<file path="src/rtl/bus_arbiter.sv">
// Two-master round-robin bus arbiter with one-deep request slots per master,
// a single outstanding bus transaction and a WAIT-state timeout.
module bus_arbiter #(
    parameter int TIMEOUT_CYCLES = 255
) (
    input  logic        i_clk,
    input  logic        i_rst,

    input  logic        i_m0_DV,
    input  logic [31:0] i_m0_address,
    input  logic [31:0] i_m0_data,
    input  logic [2:0]  i_m0_bhw,
    input  logic        i_m0_write_notread,

    input  logic        i_m1_DV,
    input  logic [31:0] i_m1_address,
    input  logic [31:0] i_m1_data,
    input  logic [2:0]  i_m1_bhw,
    input  logic        i_m1_write_notread,

    output logic [31:0] o_m0_data,
    output logic        o_m0_DV,
    output logic        o_m0_busy,
    output logic        o_m0_error,

    output logic [31:0] o_m1_data,
    output logic        o_m1_DV,
    output logic        o_m1_busy,
    output logic        o_m1_error,

    output logic [31:0] o_bus_address,
    output logic [31:0] o_bus_data,
    output logic [2:0]  o_bus_bhw,
    output logic        o_bus_write_notread,
    output logic        o_bus_DV,

    input  logic [31:0] i_bus_data,
    input  logic        i_bus_DV,

    output logic        o_grant,
    output logic        o_bus_busy
);

    localparam logic [1:0] S_IDLE  = 2'd0;
    localparam logic [1:0] S_ISSUE = 2'd1;
    localparam logic [1:0] S_WAIT  = 2'd2;
    localparam logic [1:0] S_RESP  = 2'd3;

    localparam int CNT_W = (TIMEOUT_CYCLES < 1) ? 1 : $clog2(TIMEOUT_CYCLES + 1);
    localparam logic [CNT_W-1:0] CNT_MAX = CNT_W'(TIMEOUT_CYCLES);

    logic [1:0]        state_q, state_d;
    logic [1:0]        pend_q, pend_d;
    logic [1:0][31:0]  slot_addr_q, slot_addr_d;
    logic [1:0][31:0]  slot_data_q, slot_data_d;
    logic [1:0][2:0]   slot_bhw_q, slot_bhw_d;
    logic [1:0]        slot_wnr_q, slot_wnr_d;
    logic              last_grant_q, last_grant_d;
    logic              grant_q, grant_d;
    logic [31:0]       bus_addr_q, bus_addr_d;
    logic [31:0]       bus_data_q, bus_data_d;
    logic [2:0]        bus_bhw_q, bus_bhw_d;
    logic              bus_wnr_q, bus_wnr_d;
    logic [CNT_W-1:0]  cnt_q, cnt_d;
    logic [1:0][31:0]  rdata_q, rdata_d;
    logic [1:0]        err_q, err_d;
    logic              winner;

    // On a tie the master that was not granted last wins; otherwise the lone requester.
    assign winner = (pend_q == 2'b11) ? ~last_grant_q : pend_q[1];

    always_comb begin
        state_d      = state_q;
        pend_d       = pend_q;
        slot_addr_d  = slot_addr_q;
        slot_data_d  = slot_data_q;
        slot_bhw_d   = slot_bhw_q;
        slot_wnr_d   = slot_wnr_q;
        last_grant_d = last_grant_q;
        grant_d      = grant_q;
        bus_addr_d   = bus_addr_q;
        bus_data_d   = bus_data_q;
        bus_bhw_d    = bus_bhw_q;
        bus_wnr_d    = bus_wnr_q;
        cnt_d        = cnt_q;
        rdata_d      = rdata_q;
        err_d        = err_q;

        case (state_q)
            S_IDLE: begin
                if (pend_q != 2'b00) begin
                    grant_d      = winner;
                    last_grant_d = winner;
                    bus_addr_d   = slot_addr_q[winner];
                    bus_data_d   = slot_data_q[winner];
                    bus_bhw_d    = slot_bhw_q[winner];
                    bus_wnr_d    = slot_wnr_q[winner];
                    state_d      = S_ISSUE;
                end
            end
            S_ISSUE: begin
                cnt_d   = '0;
                state_d = S_WAIT;
            end
            S_WAIT: begin
                // A completion on the very cycle the count hits the limit still counts as normal.
                if (i_bus_DV) begin
                    rdata_d[grant_q] = i_bus_data;
                    err_d[grant_q]   = 1'b0;
                    state_d          = S_RESP;
                end else if (cnt_q == CNT_MAX) begin
                    rdata_d[grant_q] = 32'hFFFF_FFFF;
                    err_d[grant_q]   = 1'b1;
                    state_d          = S_RESP;
                end else begin
                    cnt_d = cnt_q + CNT_W'(1);
                end
            end
            default: begin
                pend_d[grant_q] = 1'b0;
                state_d         = S_IDLE;
            end
        endcase

        if (i_m0_DV && !pend_q[0]) begin
            pend_d[0]      = 1'b1;
            slot_addr_d[0] = i_m0_address;
            slot_data_d[0] = i_m0_data;
            slot_bhw_d[0]  = i_m0_bhw;
            slot_wnr_d[0]  = i_m0_write_notread;
        end
        if (i_m1_DV && !pend_q[1]) begin
            pend_d[1]      = 1'b1;
            slot_addr_d[1] = i_m1_address;
            slot_data_d[1] = i_m1_data;
            slot_bhw_d[1]  = i_m1_bhw;
            slot_wnr_d[1]  = i_m1_write_notread;
        end
    end

    always_ff @(posedge i_clk or posedge i_rst) begin
        if (i_rst) begin
            state_q      <= S_IDLE;
            pend_q       <= '0;
            slot_addr_q  <= '0;
            slot_data_q  <= '0;
            slot_bhw_q   <= '0;
            slot_wnr_q   <= '0;
            last_grant_q <= 1'b1;
            grant_q      <= 1'b0;
            bus_addr_q   <= '0;
            bus_data_q   <= '0;
            bus_bhw_q    <= '0;
            bus_wnr_q    <= 1'b0;
            cnt_q        <= '0;
            rdata_q      <= '0;
            err_q        <= '0;
        end else begin
            state_q      <= state_d;
            pend_q       <= pend_d;
            slot_addr_q  <= slot_addr_d;
            slot_data_q  <= slot_data_d;
            slot_bhw_q   <= slot_bhw_d;
            slot_wnr_q   <= slot_wnr_d;
            last_grant_q <= last_grant_d;
            grant_q      <= grant_d;
            bus_addr_q   <= bus_addr_d;
            bus_data_q   <= bus_data_d;
            bus_bhw_q    <= bus_bhw_d;
            bus_wnr_q    <= bus_wnr_d;
            cnt_q        <= cnt_d;
            rdata_q      <= rdata_d;
            err_q        <= err_d;
        end
    end

    assign o_bus_address       = bus_addr_q;
    assign o_bus_data          = bus_data_q;
    assign o_bus_bhw           = bus_bhw_q;
    assign o_bus_write_notread = bus_wnr_q;
    assign o_bus_DV            = (state_q == S_ISSUE);
    assign o_bus_busy          = (state_q == S_ISSUE) || (state_q == S_WAIT);
    assign o_grant             = grant_q;

    assign o_m0_DV    = (state_q == S_RESP) && (grant_q == 1'b0);
    assign o_m1_DV    = (state_q == S_RESP) && (grant_q == 1'b1);
    assign o_m0_busy  = pend_q[0];
    assign o_m1_busy  = pend_q[1];
    assign o_m0_data  = rdata_q[0];
    assign o_m1_data  = rdata_q[1];
    assign o_m0_error = err_q[0];
    assign o_m1_error = err_q[1];

endmodule

</file>
<file path="config.mk">
export PLATFORM = sky130hd
export DESIGN_NAME = bus_arbiter
export DESIGN_NICKNAME = d
export VERILOG_FILES = /design/src/rtl/bus_arbiter.sv
export SDC_FILE = /design/constraint.sdc
export NUM_CORES = 1
export LEC_CHECK = 0
export CAP_MARGIN = 20
export CORE_MARGIN = 4
export CORE_UTILIZATION = 30
export DETAILED_ROUTE_END_ITERATION = 6
export GPL_TIMING_DRIVEN = 0
export HOLD_SLACK_MARGIN = 0.15
export MAX_ROUTING_LAYER = met4
export PLACE_DENSITY = 0.58
export SLEW_MARGIN = 5
export SYNTH_ARGS = -nofsm -noshare
export SYNTH_HDL_FRONTEND = slang
export SYNTH_SLANG_ARGS = --single-unit
</file>
<file path="constraint.sdc">
create_clock -name i_clk -period 8.8 [get_ports i_clk]
set_clock_uncertainty 0.15 [all_clocks]
set_input_delay 1.32 -clock i_clk [delete_from_list [all_inputs] [get_ports i_clk]]
set_output_delay 1.32 -clock i_clk [all_outputs]
set_load 0.02 [all_outputs]
</file>
## Yosys cells after proc, flatten, opt, wreduce, memory -nomap -nowiden

Index checks and enable logic that the tools add are counted.
W data, S select, Z words.

- Add/subtract/negate cells: 1
- Multipliers: 0
- Divide/modulo/power cells: 0
- Magnitude comparators: 3
- Eq/ne operators: 11
- Shift operators: 0
- Multiplexer cells: 28
- Bitwise gates (word level): 7
- Reduce and logical (&&, ||, !) cells: 17

Operators with widths:

| cell | count |
|---|---|
| $mux W32 | 5 |
| $mux W64 | 2 |
| $bwmux W64 | 1 |
| $or A64 B64 Y64 | 1 |
| $demux W32 S1 | 1 |
| $mux W8 | 2 |
| $pmux W8 S2 | 1 |
| $mux W2 | 6 |
| $add A8 B1 Y8 const B | 1 |
| $eq A8 B8 Y1 const B | 1 |
| $eq A2 B2 Y1 const B | 3 |
| $mux W1 | 6 |
| $mux W3 | 2 |
| $ne A2 B2 Y1 const B | 3 |
| $pmux W2 S3 | 1 |
| $reduce_and A2 Y1 | 3 |
| $reduce_bool A2 Y1 | 3 |
| $logic_and A1 B1 Y1 | 5 |
| $and A2 B2 Y2 | 2 |
| $lt A1 B2 Y1 const B | 2 |
| $ne A2 B1 Y1 const B | 2 |
| $ne A3 B3 Y1 const B | 1 |
| $reduce_and A3 Y1 | 1 |
| $reduce_or A3 Y1 | 1 |
| 9 further kinds | 11 |

- Bits in registers: 284
- Bits in latches: 0
- Bits in writable memories: 0
- Memory bits (read-only): 0
- Bits of input ports: 173
- Output and inout port bits: 141
- Memories kept: 0

## Longest topological paths before layout

Gate-level depths: netlist of the first run.

- Depth after elaboration: 8
- Depth in mapped cells: 8
- Depth with buffers taken out: 6

## Worst setup path after synthesis of the first run

OpenSTA, ideal clock, no wires.

- Path kind: input to register
- Start point: input port i_m0_DV
- End point: register slot_addr_q[27] in the netlist's numbering
- Setup time: 0.125 ns
- Arrival: 2.298 ns
- Slack: 6.227 ns
- Stages: 5
- Path buffers: 3
- Cell sequence: nor2b_1 > clkbuf_1 > buf_4 > buf_2 > mux2_2

- Cells in the longest elaborated chain, start to end: 1

RTL lines:

| item | line | text |
|---|---|---|
| start, declared | 9 | `input logic i_m0_DV,` |
| $logic_and A1 B1 Y1 | 125 | `if (i_m0_DV && !pend_q[0]) begin` |
| end signal, assigned | 161 | `slot_addr_q <= slot_addr_d;` |
| end, declared | 54 | `logic [1:0][31:0] slot_addr_q, slot_addr_d;` |

No other way between the ends.
A chain may end at the register's enable or synchronous reset.

## Final worst setup path of the first run

- Start point: register state_q[0]
- End point: output port o_bus_busy

- Cells in the longest elaborated chain, start to end: 2
- Elaborated cells on any way between the ends: 3

RTL lines:

| item | line | text |
|---|---|---|
| start, declared | 52 | `logic [1:0] state_q, state_d;` |
| start signal, assigned | 159 | `state_q <= state_d;` |
| $eq A2 B1 Y1 / $eq A2 B2 Y1 (equally long branches) | 182 | `assign o_bus_busy = (state_q == S_ISSUE) \|\| (state_q == S_WAIT);` |
| $logic_or A1 B1 Y1 (*) | 182 |  |
| end, declared | 41 | `output logic o_bus_busy` |

Every way passes the cells marked *; elsewhere a longest branch is shown, timed or not.

==> metrics.md, run 1 <==
| Metric | Value |
|---|---|
| Status | `finished clean` |
| Synth Area in Adders | `0.00663` |
| Synth Area in XOR/XNOR | `0` |
| Core area | `0.0370 mm2` |
| Crit. Startpoint | `state_q[0]` |
| Worst hold endpoint | `o_bus_address[4]` |
| Post-synthesis compound-gate area fraction | `0.0981` |
| Sequential-to-total area share from yosys stat | `0.628` |
| Initial DRC Count | `229` |
| Fin crit share | `0.386` |
| YS warnings | `0` |
| Synth Instances | `823` |
| # fillers | `3444` |
| Register-to-Register Path Depth | `6` |
| GR Layer Usage met2 | `0.266` |
| Post_cts resized | `0` |
| Final Net Count | `1358` |
| Peak VDD IR | `0.000197 V` |
| Syn Area/Cell | `13.8 um2` |
| Multiplexer share of the synthesized area | `0.197` |
| Router iterations before antenna repair | `5` |
| DR WL/cell | `19.1 um` |
| Die Area | `0.0409 mm2` |
| Hold crit path type | `flop to flop` |
| Multi-input gate area | `0.00386 mm2` |
| Die Y | `202 um` |
| Critical R2R Launch | `state_q[0]` |
| Max Slew Vio Count | `0` |
| Post-synth net total | `1002` |
| Synth area leaders | `dfrtp_1 63%, mux2_2 14%, mux2i_1 6.1%` |
| Gpl congestion | `0.823` |
| PD cells | `393 mW/mm2` |
| Starting Density | `0.306` |
| Kind of critical path | `flop to output port` |
| Fmax | `0.294 GHz` |
| Via density | `4.65` |
| # port buffers | `312` |
| GRT Max-Usage Layer | `met2` |
| Initial antenna violation count | `4` |
| Endpoints failing setup | `0` |
| Lkg Pwr | `6.88 nW` |
| Crit start category | `flop` |
| CTS tree | `yes` |
| Clk sinks | `284` |
| FF+latch area | `0.00711 mm2` |
| Worst slew margin | `0.591` |
| Tot GR Track Use | `0.163` |
| Clock Latency Late Sink | `0.50 ns` |
| Area growth syn-to-layout | `44.8%` |
| Hold Path Origin | `o_bus_address[4]` |
| First-pass GRT wire length | `51400 um` |
| Hold Path Stages | `2` |
| Proportion of layout cells with a drive suffix above 1 | `0.199` |
| Top_reg_cell synth | `dfrtp_1` |
| Cell Area, Synth | `0.0113 mm2` |
| Post-CTS Hold Fix Bufs | `0` |
| DP HPWL | `24200 um` |
| Final Hold Viols | `0` |
| Root Buffer | `clkbuf_16` |
| CTS max path bufs | `3` |
| Max cap viols | `0` |
| Simple-gate area share of the yosys netlist | `0.0393` |
| #FFs+latches synth | `284` |
| Final std cells w/o fill | `1710` |
| Fin crit period | `3.40 ns` |
| TritonCTS buffer count | `34` |
| Most frequent cells after synthesis | `283 x dfrtp_1, 137 x mux2_2, 78 x nand2_1` |
| Routed wire length | `32700 um` |
| # IOs | `314` |
| Actual slew at the worst max-slew pin | `0.612 ns` |
| Combinational family with the most area after synthesis | `multiplexers` |
| CP arrival | `1.93 ns` |
| Total placed cells including tap cells | `1647` |
| Reg2reg setup slack | `6.45 ns` |
| M3 GR Usage | `0.0605` |
| Crit path capture type | `output port` |
| Total power | `6.45 mW` |
| Met1 Resource Use GR | `0.197` |
| Critical R2R Capture | `o_bus_data[8]` |
| GRT overflow | `0` |
| Min Hold Slack | `0.330 ns` |
| Die extent in x | `202 um` |
| Cell with the most instances after synthesis | `dfrtp_1` |
| Via count | `7960` |
| Clk slew on worst S/H paths | `0.05 ns` |
| Worst endpoint required time | `7.33 ns` |
| Antenna-violating nets left | `0` |
| Cell taking the most area after synthesis | `dfrtp_1` |
| EDFF count, synth | `0` |
| Post-synth top area share | `0.625` |
| Setup TNS | `0 ns` |
| RSZ-0062 raised after global routing | `no` |
| Yosys cell types | `36` |
| Worst-path fanout max | `5` |
| Setup Fix Bufs, Post-CTS | `0` |
| Site Rows | `70` |
| Htree depth | `2` |
| Largest net degree at the start of global routing | `41` |
| Ys async rst share | `1.00` |
| Residual DRC | `0` |
| Vias in the first global route | `8824` |
critical path, cell delays in order, from the launching register on:
cell and delay [ns]:
dfrtp_1 0.43, inv_1 0.09, ha_1 0.31, clkdlybuf4s50_1 0.61
logic make-up after synthesis:
logic type | Yosys count
compound gates | 163
simple gates | 102
fa+ha+maj | 6
flops | 284
buf+inv | 62
mux | 206
routing by layer:
| metal | share of wire | up-vias | wire, um |
|---|---|---|---|
| met5 | 0 | - | 0 |
| met4 | 0.013 | 0 | 433 |
| met3 | 0.089 | 30 | 2930 |
| met2 | 0.47 | 245 | 15500 |
| met1 | 0.42 | 4001 | 13900 |
| li1 | - | 3684 | - |
worst max path at each step:
| stage | to | slack, ns | depth (start not counted) |
|---|---|---|---|
| after global routing | o_bus_busy | 5.28 | 3 |
| final | o_bus_busy | 5.40 | 3 |
| after floorplan | async pin | 3.57 | 1 |
| after CTS | o_bus_busy | 5.35 | 3 |
| after global placement | slot_addr_q[9] | 1.26 | 2 |
| after detailed placement | slot_data_q[38] | 5.13 | 6 |
layout make-up:
type                            instances  area share
Sequential cell                       284       0.433
Tap cell                              504      0.0384
Multi-Input combinational cell        477       0.236
Clock buffer                           50      0.0637
Timing Repair Buffer                  320       0.200
Antenna cell                            4    0.000610
Buffer                                 55      0.0198
Inverter                                7     0.00183
Clock inverter                          9     0.00641
power breakdown:
part | leakage (nW) | switching, mW | internal, mW
sequential | 3.39 | 0.335 | 1.95
combinational | 2.92 | 1.38 | 1.37
clock | 0.566 | 0.536 | 0.881
total | 6.88 | 2.25 | 4.20
placed cells by master, fill, tap and decap left out, drive strengths merged, types with 2 or more instances in the layout:
master	count
o21ai	74
nor3	3
o311ai	3
mux2	137
clkinv	6
a21oi	6
clkbuf	67
dfrtp	283
a31oi	7
nor2	8
diode	4
nand2	78
a22o	2
o22a	64
buf	46
clkdlybuf4s50	312
nand3	4
inv	6
nand4	2
bufinv	2
nor2b	3
ha	6
clkinvlp	2
mux2i	69
o41ai	2
registers in the layout, indices dropped and copies added (netlist names), named ones only:
signal,cells
slot_data_q,64
state_q,2
cnt_q,8
last_grant_q,1
o_bus_write_notread,1
o_grant,1
pend_q,2
slot_wnr_q,2
slot_bhw_q,6
o_bus_data,32
o_bus_address,32
slot_addr_q,64
o_m1_data,32
o_bus_bhw,3
o_m0_data,32
per-stage QoR:
step / util / setup slack [ns] / cell area [um2]
after floorplan: - / 3.57 / 11300
after global placement: 0.408 / 1.26 / 15100
after detailed placement: 0.412 / 5.13 / 15200
after CTS: 0.444 / 5.35 / 16400
after global routing: 0.444 / 5.28 / 16400
final: 0.444 / 5.40 / 16400
(Power assumes the default switching activity.)
==> run 2: changes to the inputs <==
clock period = 2.9 ns   (was 8.8 ns; I/O delays follow)
==> results of run 2 <==
The final DEF is identical to that of run 1. Status: finished clean.
Among the figures that moved: setup slack after placement 5.13 ns -> 0.115 ns; clock-pin slew on the worst setup and hold paths 0.05 ns -> 0.06 ns; setup slack after layout 5.40 ns -> 0.386 ns; hold slack 0.330 ns -> 0.208 ns; register-to-register setup slack 6.45 ns -> 0.55 ns; total power 6.45 mW -> 19.6 mW; worst IR drop on VDD 0.000197 V -> 0.000597 V
==> variant: new RTL, config.mk and constraints of run 1 <==
Take the reset off `rdata_q` and load it in a clocked block of its own.
--- a/src/rtl/bus_arbiter.sv
+++ b/src/rtl/bus_arbiter.sv
@@ -155,3 +155,2 @@
             cnt_q        <= '0;
-            rdata_q      <= '0;
             err_q        <= '0;
@@ -171,5 +170,8 @@
             cnt_q        <= cnt_d;
-            rdata_q      <= rdata_d;
             err_q        <= err_d;
         end
+    end
+
+    always_ff @(posedge i_clk) begin
+        rdata_q <= rdata_d;
     end
Behaviour: not the same (Yosys sat finds a counterexample within 10 cycles, from zero or initial values and one cycle with i_rst high; the reset may be asserted at any time).
==> variant against run 1 <==
- routed wire length is 8.7% higher
- die area is 4.3% higher
- sequential share of layout area is 0.89 points higher
- sequential cell count stayed put
- total power is 6.8% lower
- register-to-register slack worse by 0.08 ns
- area after synthesis is 4.4% higher
- fmax is 15% lower
- worst setup slack worse by 0.60 ns
- sequential power is 3% lower
- count of clock-buffer cells in the layout is 2 higher
- final area is 2.4% higher
- via count is 6.8% higher
- critical path type unchanged
==> variant: results (changes against run 1) <==
| Metric | Value |
|---|---|
| Status | finished, final reports clean (unchanged) |
| Final GP Congestion | 0.802 (was 0.823) |
| Worst reg-to-reg setup slack | 6.37 ns (was 6.45 ns) |
| Lkg Pwr | 6.88 nW (about the same) |
| EDFF count, synth | 64 (was 0) |
| First-pass GRT wire length | 53200 um (was 51400 um) |
| Tcrit/Tclk final | 45.5% (was 38.6%) |
| Total track usage | 16.8% (was 16.3%) |
| Largest cells by area after synthesis | dfrtp_1 46%, edfxtp_1 16%, mux2_2 13% (was dfrtp_1 63%, mux2_2 14%, mux2i_1 6.1%) |
| Syn Nets | 1112 (was 1002) |
| Vias in the first global route | 9014 (was 8824) |
| Commonest cells post-synth | 219 x dfrtp_1, 136 x mux2_2, 104 x nand2_1 (was 283 x dfrtp_1, 137 x mux2_2, 78 x nand2_1) |
| Initial antenna violation count | 6 (was 4) |
| Layout cell share with drive strength beyond 1 | 17.1% (was 19.9%) |
| Hold Crit Endpoint | o_bus_address[28] (was o_bus_address[4]) |
| M1 WL | 14300 um (was 13900 um) |
| Crit-path max FO | 10 (was 5) |
| Routed wl met2 | 16600 um (was 15500 um) |
| Vias/cell | 4.64 (was 4.65) |
| Vias | 8501 (was 7960) |
| Reg2Reg Depth | 5 (was 6) |
| M1 GR Usage | 19.6% (was 19.7%) |
| Maximum vdd drop | 0.000192 V (was 0.000197 V) |
| Sequential group share of total power | 37.0% (was 35.4%) |
| Adder-cell share of the synthesized area | 0.635% (was 0.663%) |
| Pre-CTS setup slack | 5.10 ns (was 5.13 ns) |
| Crit path largest cell delay | 0.63 ns (was 0.61 ns) |
| Met3 Use GR | 8.11% (was 6.05%) |
| Comb power | 2.44 mW (was 2.75 mW) |
| Worst hold start | o_bus_address[28] (was o_bus_address[4]) |
| Fin nets | 1464 (was 1358) |
| Largest net degree at the start of global routing | 89 (was 41) |
| Net switching power | 2.10 mW (was 2.25 mW) |
| Mapped Cells | 933 (was 823) |
| DR pass1 iterations | 4 (was 5) |
| Clk Latency, worst-skew pair | 0.53 ns (was 0.50 ns) |
| Ys async rst share | 77.5% (was 100%) |
| Register area share after synthesis | 62.8% (about the same) |
| Wire per inst | 19.4 um (was 19.1 um) |
| RR Endpoint | o_m1_data[22] (was o_bus_data[8]) |
| Grt met2 use | 26.8% (was 26.6%) |
| Starting DRC count in detailed routing | 331 (was 229) |
| Distinct cells, synth | 44 (was 36) |
| Met3 WL | 4250 um (was 2930 um) |
| Placed insts | 1767 (was 1647) |
| Post-DP HPWL | 25800 um (was 24200 um) |
| Crit path DAT | 2.53 ns (was 1.93 ns) |
| Critical Path End | o_m1_DV (was o_bus_busy) |
| Compound-Gate Fraction of Synth Area | 7.62% (was 9.81%) |
variant: changes by cell type after synthesis, moves of 3 or more:
cell / run 1 / this run
inv_1: 7 / 11
clkbuf_1: 17 / 24
edfxtp_1: 0 / 64
a21oi_1: 5 / 75
buf_4: 10 / 5
nand2_1: 78 / 104
o22a_1: 64 / 0
dfrtp_1: 283 / 219
nor3_1: 1 / 4
nor2_1: 8 / 72
variant: through the flow:
stage / total power, mW / utilization, % / hold slack (ns)
global placement: 4.68 / 40.2 / 0.313
finish: 6.01 / 43.3 / 0.328
CTS: 6.13 / 43.2 / 0.332
floorplan: 3.73 / - / 0.330
detailed placement: 4.75 / 40.5 / 0.319
global route: 6.43 / 43.2 / 0.338
variant: final cells by class:
cell class | instances | area, sq um
fill | 3650 | 22000
sequential | 284 | 7430
multi-input combinational | 577 | 4010
timing repair buffer | 316 | 3230
clock buffer | 52 | 980
tap | 518 | 648
buffer | 60 | 359
clock inverter | 5 | 73.8
inverter | 12 | 52.6
antenna | 8 | 20.0
